**src/rtl/config_port_arbiter.sv**
```systemverilog
// Arbitrates the eFPGA configuration write port between two byte-stream sources.
// Each session: sync-word hunt, 32-bit big-endian length header, then packed payload words.
module config_port_arbiter #(
  parameter logic [31:0] SYNC_WORD      = 32'hFAB0_FAB1,
  parameter logic [31:0] MAX_WORDS      = 32'd65536,
  parameter logic [23:0] TIMEOUT_CYCLES = 24'd1_200_000
) (
  input  logic        clk_i,
  input  logic        reset_i,
  input  logic [7:0]  src0_data_i,
  input  logic        src0_valid_i,
  output logic        src0_ready_o,
  input  logic [7:0]  src1_data_i,
  input  logic        src1_valid_i,
  output logic        src1_ready_o,
  output logic [31:0] write_data_o,
  output logic        write_strobe_o,
  output logic [1:0]  grant_o,
  output logic        busy_o,
  output logic        done_o,
  output logic        error_o
);

  typedef enum logic [1:0] {IDLE, SYNC, LEN, LOAD} state_t;

  state_t      state, state_n;
  logic [1:0]  grant_n, cnt, cnt_n;
  logic [31:0] shift, shift_n, rem, rem_n, wdata_n, shifted;
  logic [23:0] idle_cnt, idle_n;
  logic        strobe_n, done_n, error_n;
  logic        active, sel_valid, accept;
  logic [7:0]  sel_data;

  assign active       = (state != IDLE);
  assign busy_o       = active;
  assign src0_ready_o = active & grant_o[0];
  assign src1_ready_o = active & grant_o[1];
  assign sel_data     = grant_o[1] ? src1_data_i : src0_data_i;
  assign sel_valid    = (grant_o[0] & src0_valid_i) | (grant_o[1] & src1_valid_i);
  assign accept       = active & sel_valid;
  // One shift register serves as sync window, length collector and word packer.
  assign shifted      = {shift[23:0], sel_data};

  always_comb begin
    state_n  = state;
    grant_n  = grant_o;
    shift_n  = shift;
    cnt_n    = cnt;
    rem_n    = rem;
    wdata_n  = write_data_o;
    strobe_n = 1'b0;
    done_n   = 1'b0;
    error_n  = 1'b0;
    idle_n   = active ? idle_cnt + 24'd1 : 24'd0;

    if (!active) begin
      // Clearing the window here prevents stale bytes from faking a sync match.
      shift_n = 32'd0;
      cnt_n   = 2'd0;
      rem_n   = 32'd0;
      if (src0_valid_i) begin
        grant_n = 2'b01;
        state_n = SYNC;
      end else if (src1_valid_i) begin
        grant_n = 2'b10;
        state_n = SYNC;
      end else begin
        grant_n = 2'b00;
      end
    end else if (accept) begin
      idle_n  = 24'd0;
      shift_n = shifted;
      case (state)
        SYNC: begin
          if (shifted == SYNC_WORD) begin
            state_n = LEN;
            cnt_n   = 2'd0;
          end
        end
        LEN: begin
          cnt_n = cnt + 2'd1;
          if (cnt == 2'd3) begin
            if (shifted == 32'd0) begin
              done_n  = 1'b1;
              state_n = IDLE;
              grant_n = 2'b00;
            end else if (shifted > MAX_WORDS) begin
              error_n = 1'b1;
              state_n = IDLE;
              grant_n = 2'b00;
            end else begin
              rem_n   = shifted;
              state_n = LOAD;
            end
          end
        end
        default: begin
          cnt_n = cnt + 2'd1;
          if (cnt == 2'd3) begin
            wdata_n  = shifted;
            strobe_n = 1'b1;
            if (rem != 32'd0) rem_n = rem - 32'd1;
            if (rem == 32'd1) begin
              done_n  = 1'b1;
              state_n = IDLE;
              grant_n = 2'b00;
            end
          end
        end
      endcase
    end else if (idle_cnt == TIMEOUT_CYCLES - 24'd1) begin
      error_n = 1'b1;
      state_n = IDLE;
      grant_n = 2'b00;
    end
  end

  always_ff @(posedge clk_i) begin
    if (reset_i) begin
      state          <= IDLE;
      grant_o        <= 2'b00;
      shift          <= 32'd0;
      cnt            <= 2'd0;
      rem            <= 32'd0;
      idle_cnt       <= 24'd0;
      write_data_o   <= 32'd0;
      write_strobe_o <= 1'b0;
      done_o         <= 1'b0;
      error_o        <= 1'b0;
    end else begin
      state          <= state_n;
      grant_o        <= grant_n;
      shift          <= shift_n;
      cnt            <= cnt_n;
      rem            <= rem_n;
      idle_cnt       <= idle_n;
      write_data_o   <= wdata_n;
      write_strobe_o <= strobe_n;
      done_o         <= done_n;
      error_o        <= error_n;
    end
  end

endmodule

```
**config.mk**
```make
export PLATFORM = sky130hd
export DESIGN_NAME = config_port_arbiter
export DESIGN_NICKNAME = d
export VERILOG_FILES = /design/src/rtl/config_port_arbiter.sv
export SDC_FILE = /design/constraint.sdc
export NUM_CORES = 1
export LEC_CHECK = 0
export ABC_AREA = 1
export CORE_MARGIN = 2
export CORE_UTILIZATION = 45
export CTS_BUF_LIST = sky130_fd_sc_hd__clkbuf_4
export DETAILED_ROUTE_END_ITERATION = 10
export PLACE_DENSITY = 0.72
export SLEW_MARGIN = 40
export SYNTH_ARGS = -nofsm -noshare
export SYNTH_HDL_FRONTEND = slang
export SYNTH_SLANG_ARGS = --single-unit
```
**constraint.sdc**
```tcl
create_clock -name clk_i -period 4.7 [get_ports clk_i]
set_clock_uncertainty 0.05 [all_clocks]
set_input_delay 0.94 -clock clk_i [delete_from_list [all_inputs] [get_ports clk_i]]
set_output_delay 0.94 -clock clk_i [all_outputs]
set_load 0.05 [all_outputs]
```
==> results of run 1 <==
metal layers:
layer	share of wire, %	global-route usage, %	up-vias
met5	0	0	-
li1	-	-	3360
met2	45	34.4	168
met4	1.3	6.32	0
met1	48	30.5	2843
met3	6.3	5.17	18
logic make-up (layout without fill, tap and decap cells):
group / count (synthesis) / count (layout) / synth area share [%]
and+or+nand+nor: 568 / 568 / 36.1
buffers and inverters: 159 / 221 / 10.1
DFF: 121 / 121 / 37.8
AOI/OAI and AO/OA: 167 / 167 / 13.5
adders and majority gates: 9 / 9 / 1.76
xor gates and xnor gates: 6 / 6 / 0.820
per-stage QoR:
step	setup WS (ns)	power (W)	cells	instance area [um2]
global route	1.14	0.00263	1272	7360
finish	1.30	0.00248	1272	7360
detailed placement	0.739	0.00185	1239	7110
global placement	0.904	0.00185	1239	7110
CTS	1.27	0.00248	1271	7340
floorplan	2.13	0.00164	1030	6410
power breakdown:
| part | total [W] | leakage [nW] | internal [W] | switching, W |
|---|---|---|---|---|
| logic | 0.000719 | 2.15 | 0.000208 | 0.000511 |
| registers | 0.00112 | 0.976 | 0.00107 | 0.0000484 |
| clock network | 0.000643 | 0.117 | 0.000206 | 0.000436 |
| total | 0.00248 | 3.24 | 0.00148 | 0.000996 |
cell usage after synthesis (all sizes together):
master | n | area (um2)
and2 | 1 | 6.26
o31ai | 2 | 15.0
nor4 | 4 | 25.0
o21a | 4 | 30.0
o22ai | 1 | 6.26
nand2 | 227 | 852
inv | 120 | 450
a21oi | 83 | 415
nor2 | 255 | 980
o211ai | 1 | 7.51
dfxtp | 121 | 2420
xor2 | 5 | 43.8
nand3 | 55 | 285
clkinv | 1 | 3.75
o21ai | 69 | 345
xnor2 | 1 | 8.76
clkbuf | 24 | 90.1
a31oi | 6 | 37.5
nor3 | 10 | 50.1
ha | 9 | 113
nand4 | 16 | 115
buf | 14 | 103
a22oi | 1 | 7.51
flip-flops by register name, summed over array words and instances, names as in the netlist:
name            cells
shift              24
error_o             1
write_data_o       32
write_strobe_o      1
cnt                 2
done_o              1
grant_o             2
idle_cnt           24
state               2
rem                32
worst reg2reg max path: cells and delay by family (launching register included):
kind / cells / cell delay [ns]
AND/OR/NAND/NOR: 8 / 1.37
flip-flops: 1 / 0.69
buffers and inverters: 4 / 0.80
area by class of cell:
cell class	instances	share of cell area, %
Timing Repair Buffer	68	9.11
Inverter	121	6.17
Tap cell	180	3.06
Multi-Input combinational cell	750	45.6
Clock buffer	17	1.73
Clock inverter	15	1.36
Sequential cell	121	32.9
worst max-delay path by stage:
| stage | end | cells past startpoint | slack [ns] | start |
|---|---|---|---|---|
| global route | src1_ready_o | 3 | 1.14 | grant_o[1]$_SDFFE_PP0P_ |
| detailed placement | rem[2]$_SDFFE_PP0P_ | 12 | 0.74 | src0_valid_i |
| finish | busy_o | 4 | 1.30 | state[0]$_SDFFE_PP0P_ |
| floorplan | src1_ready_o | 2 | 2.13 | grant_o[1]$_SDFFE_PP0P_ |
| global placement | rem[19]$_SDFFE_PP0P_ | 11 | 0.90 | src1_valid_i |
| CTS | busy_o | 4 | 1.27 | state[0]$_SDFFE_PP0P_ |
==> results.py, run 1 <==
metrics = {
    "critical_path": {
        "worstSetupStartpointType": "register",
        "crit_required_ns": 3.71,
        "cp_slowest_stage_delay_ns": 0.82,
        "critical_path_class": "register to output port",
        "arrival_ns": 2.41,
        "timing.rr.start": "grant_o[1]$_SDFFE_PP0P_",
        "reg2reg_slack_ns": 1.74,
        "crit_top_cell": "inv_1",
        "path_cells": "inv_1, ha_1, inv_1, clkdlybuf4s50_1",
        "cp_num_buf_inv": 3,
        "critPathSlowestCell": "clkdlybuf4s50_1",
        "worstRegToRegCells": 12,
        "endpoint_kind": "output port",
        "crit_family": "buffers and inverters",
        "crit_fanout": 8,
        "r2r-end": "rem[28]$_SDFFE_PP0P_",
    },
    "floorplan": {
        "ioPinCount": 60,
        "die_w_um": 123,
        "dieHeight_um": 123,
        "core_um2": 13900,
        "die-area_um2": 15200,
        "start_util_pct": 46.2,
        "core.rowCount": 43,
    },
    "logic_synthesis": {
        "yosysWarnings": 0,
        "ys_seq_elements": 121,
        "synth.net_count": 1059,
        "syn-cell-area_um2": 6410,
        "synthDistinctLibCells": 31,
        "syn_inst": 1030,
        "syn_area_per_cell_um2": 6.23,
        "synth.yosys.seq_area_share_pct": 37.8,
    },
    "flow_run": {
        "cap_violations": 0,
    },
    "hold_path": {
        "worstHoldStart": "idle_cnt[0]$_SDFF_PP0_",
        "whs_endpoint": "idle_cnt[0]$_SDFF_PP0_",
        "hold_class": "register to register",
        "holdPathStages": 1,
    },
    "timing": {
        "relSlewSlack_pct": 60.7,
        "worst_pin_slew_ns": 0.590,
        "finalCriticalPeriod_ns": 3.40,
        "final.setup.tns_ns": 0,
        "drv_slew": 0,
        "setup_viol": 0,
        "hold_viol": 0,
        "fin_crit_sh_pct": 72.3,
        "fmaxAchievable_mhz": 294,
        "rsz0062_at_grt": "false",
        "whs_ns": 0.408,
    },
    "clock_tree": {
        "cts_setup_buffers": 0,
        "cts_buffers": 17,
        "cts_tree": "done",
        "hold_buffers": 0,
        "h-tree-depth": 4,
        "clk_pin_slew_ns": 0.12,
        "clk-insertion-delay-late_ns": 0.56,
        "cts_root_buf": "clkbuf_4",
        "cts_buffer_depth": 2,
        "cts_resized": 0,
        "cts_sinks": 121,
    },
    "layout": {
        "finalNetCount": 1108,
        "area_delta_synth_final_pct": 14.8,
        "drive_above_1_share_pct": 4.58,
        "multi_input_area_um2": 3360,
        "mostFrequentLayoutCells": "249 x nor2_1, 226 x nand2_1, 121 x dfxtp_1, 118 x inv_1, 83 x a21oi_1",
        "nFillCells": 1429,
        "register_area_um2": 2420,
        "post-route-util_pct": 53.0,
        "antennaDiodeCount": 0,
        "final_common_cell": "nor2_1",
    },
    "detailed_routing": {
        "finalWirelength_um": 16200,
        "dr.pass1.iters": 5,
        "routedWlPerCell_um": 12.8,
        "num_vias": 6389,
        "drt-initial-drc-count": 470,
        "via_per_inst": 5.02,
        "drcViolationCount": 0,
        "final_antenna_net_count": 0,
    },
    "grt": {
        "grt_use_total_pct": 22.1,
        "grt_pass1_wl_um": 26600,
        "grt_overflow": 0,
        "antenna_found_initial": 0,
        "grt_start_max_net_pins": 63,
        "grt_pass1_vias": 5493,
    },
    "placed_design": {
        "gp_congestion": 0.918,
        "dp_hpwl_um": 11500,
        "portBuffers": 59,
    },
    "power_and_ir_drop": {
        "power_density_nw_per_um2": 337,
        "ir_drop_v": 0.000212,
        "leakage_nw": 3.24,
    },
    "outcome": {
        "status": "completed",
    },
}
No activity file was read; power rests on OpenSTA's default activity.
==> inputs of run 2 (changes only) <==
PLACE_DENSITY = 0.75   (was 0.72)
clock period = 2.95 ns   (was 4.7 ns; I/O delays follow)
==> run 2 against run 1 <==
  * Sequential power is 58% higher
  * Worst hold slack hardly changed
  * Utilization is 0.86 points higher
  * Die area stayed put
  * First-iteration DRC count is 13% higher
  * Critical path depth is 2 lower
  * Sequential share of layout area is 0.52 points lower
  * Total power is 69% higher
  * Register-to-register slack worse by 1.1 ns
  * Clock power is 87% higher
  * Final cell count is 0.71% higher
==> results.py, run 2 (same netlist as run 1, synthesis figures left out) <==
metrics = {
    "power_and_ir_drop": {
        "ir_drop_v": 0.000352,
        "intPower_w": 0.00258,
        "p_clk_share_pct": 28.6,
        "power_switching_w": 0.00161,
        "leakage_nw": 3.33,
        "p_comb_share_pct": 29.2,
        "power_density_nw_per_um2": 560,
        "switching_share_pct": 38.3,
        "power_frac_seq_pct": 42.2,
    },
    "detailed_routing": {
        "routed.top_layer": "met4",
        "met2_length_um": 7390,
        "dr.pass1.iters": 6,
        "via_per_inst": 5.03,
        "finalWirelength_um": 16400,
        "drcViolationCount": 0,
        "wl_met3_um": 944,
        "routedWlPerCell_um": 12.8,
        "drt-initial-drc-count": 529,
        "final_antenna_net_count": 0,
        "num_vias": 6448,
        "met1_length_um": 7780,
    },
    "timing": {
        "hold_viol": 0,
        "fin_crit_sh_pct": 87.7,
        "worst_pin_slew_ns": 0.529,
        "rsz0062_at_grt": "false",
        "finalCriticalPeriod_ns": 2.59,
        "setup_viol": 0,
        "final.setup.tns_ns": 0,
        "fin_ws_ns": 0.364,
        "relSlewSlack_pct": 64.6,
        "drv_slew": 0,
        "fmaxAchievable_mhz": 387,
    },
    "clock_tree": {
        "cts_tree": "done",
        "clk_pin_slew_ns": 0.12,
        "cts_buffer_depth": 2,
        "cts_sinks": 121,
        "hold_buffers": 0,
        "h-tree-depth": 4,
        "cts_resized": 0,
        "clk-insertion-delay-late_ns": 0.57,
        "cts_root_buf": "clkbuf_4",
        "cts_buffers": 17,
        "cts_setup_buffers": 0,
    },
    "floorplan": {
        "core_um2": 13900,
        "ioPinCount": 60,
        "start_util_pct": 46.2,
        "core.rowCount": 43,
        "die_w_um": 123,
        "dieHeight_um": 123,
        "die-area_um2": 15200,
    },
    "critical_path": {
        "arrival_ns": 1.95,
        "cp_slowest_stage_delay_ns": 0.83,
        "crit_family": "buffers and inverters",
        "cp_num_buf_inv": 2,
        "r2r-end": "rem[4]$_SDFFE_PP0P_",
        "crit_required_ns": 2.31,
        "crit_fanout": 15,
        "critPathSlowestCell": "clkdlybuf4s50_1",
        "worstSetupStartpointType": "register",
        "reg2reg_slack_ns": 0.64,
        "path_cells": "buf_4, clkdlybuf4s50_1",
        "worstSetupStartpoint": "grant_o[1]$_SDFFE_PP0P_",
        "worstRegToRegCells": 9,
        "critical_path_class": "register to output port",
        "timing.rr.start": "state[0]$_SDFFE_PP0P_",
        "endpoint_kind": "output port",
    },
    "grt": {
        "grt_use_total_pct": 23.2,
        "grt_pass1_wl_um": 28000,
        "grt_overflow": 0,
        "antenna_found_initial": 1,
        "grt_pass1_vias": 5794,
        "grt_start_max_net_pins": 63,
    },
    "layout": {
        "finalNetCount": 1116,
        "area_delta_synth_final_pct": 16.6,
        "nFillCells": 1414,
        "mostFrequentLayoutCells": "249 x nor2_1, 226 x nand2_1, 121 x dfxtp_1, 118 x inv_1, 83 x a21oi_1",
        "drive_above_1_share_pct": 5.36,
        "final_common_cell": "nor2_1",
        "largestRegisters": "rem: 32 flops, write_data_o: 32 flops",
    },
    "placed_design": {
        "portBuffers": 59,
        "dp_slack_ns": 0.402,
        "dp_hpwl_um": 11700,
        "gp_congestion": 0.915,
    },
    "flow_run": {
        "cap_violations": 0,
    },
    "outcome": {
        "status": "completed",
    },
    "hold_path": {
        "hold_class": "register to register",
        "whs_endpoint": "idle_cnt[0]$_SDFF_PP0_",
        "holdPathStages": 1,
        "worstHoldStart": "idle_cnt[0]$_SDFF_PP0_",
    },
}
-- run 2: cell count changes in the layout (fill, tap and decap cells not counted), moves of 2 or more --
cell | previous run | this run
clkdlybuf4s50_1 | 59 | 56
buf_4 | 8 | 16
clkinv_2 | 3 | 1
dlymetal6s2s_1 | 0 | 3
bufinv_16 | 0 | 2
-- run 2: final cells by class --
cell class	count	area, um2	share of cell area [%]
inverter	121	454	6.07
clock inverter	14	146	1.96
timing repair buffer	76	738	9.87
sequential	121	2420	32.4
multi-input combinational	750	3350	44.8
clock buffer	18	135	1.81
tap	180	225	3.01
antenna	1	2.50	0.0335
-- run 2: layer usage --
metal / track usage [%] / vias to the layer above
met5: 0 / -
met3: 4.66 / 29
met2: 36.2 / 165
met4: 8.81 / 0
met1: 31.5 / 2874
li1: - / 3380
-- run 2: power groups by stage --
stage	combinational, W	sequential [W]	clock [W]
CTS	0.00122	0.00176	0.00123
finish	0.00122	0.00177	0.00120
global placement	0.00120	0.00180	0
detailed placement	0.00121	0.00180	0
global route	0.00136	0.00178	0.00130
floorplan	0.000798	0.00182	0
-- run 2: through the flow --
stage / instances / util [%] / area [um2] / power (W) / hold slack, ns
CTS: 1280 / 53.8 / 7470 / 0.00420 / 0.412
global route: 1281 / 53.9 / 7480 / 0.00443 / 0.441
global placement: 1248 / 51.8 / 7190 / 0.00300 / 0.381
finish: 1281 / 53.9 / 7480 / 0.00419 / 0.408
floorplan: 1030 / - / 6410 / 0.00261 / 0.368
detailed placement: 1248 / 51.8 / 7190 / 0.00301 / 0.385
-- run 2: worst register-to-register path, cell delays in order (launching register included) --
cell and delay [ns]:
dfxtp_1 0.35, inv_1 0.10, ha_1 0.49, clkinv_1 0.32, a21oi_1 0.33, nand4_4 0.14, buf_12 0.20, nand2_1 0.13
inv_1 0.04, nor2_1 0.09
-- run 2: worst max-delay path by stage --
stage | endpoint | slack (ns) | cells past startpoint
2_1_floorplan | src1_ready_o | 0.73 | 2
3_3_place_gp | rem[11]$_SDFFE_PP0P_ | 0.42 | 12
3_5_place_dp | rem[25]$_SDFFE_PP0P_ | 0.40 | 12
4_1_cts | src1_ready_o | 0.03 | 4
5_1_grt | grant_o[1] | 0.28 | 2
6_report | grant_o[1] | 0.36 | 2
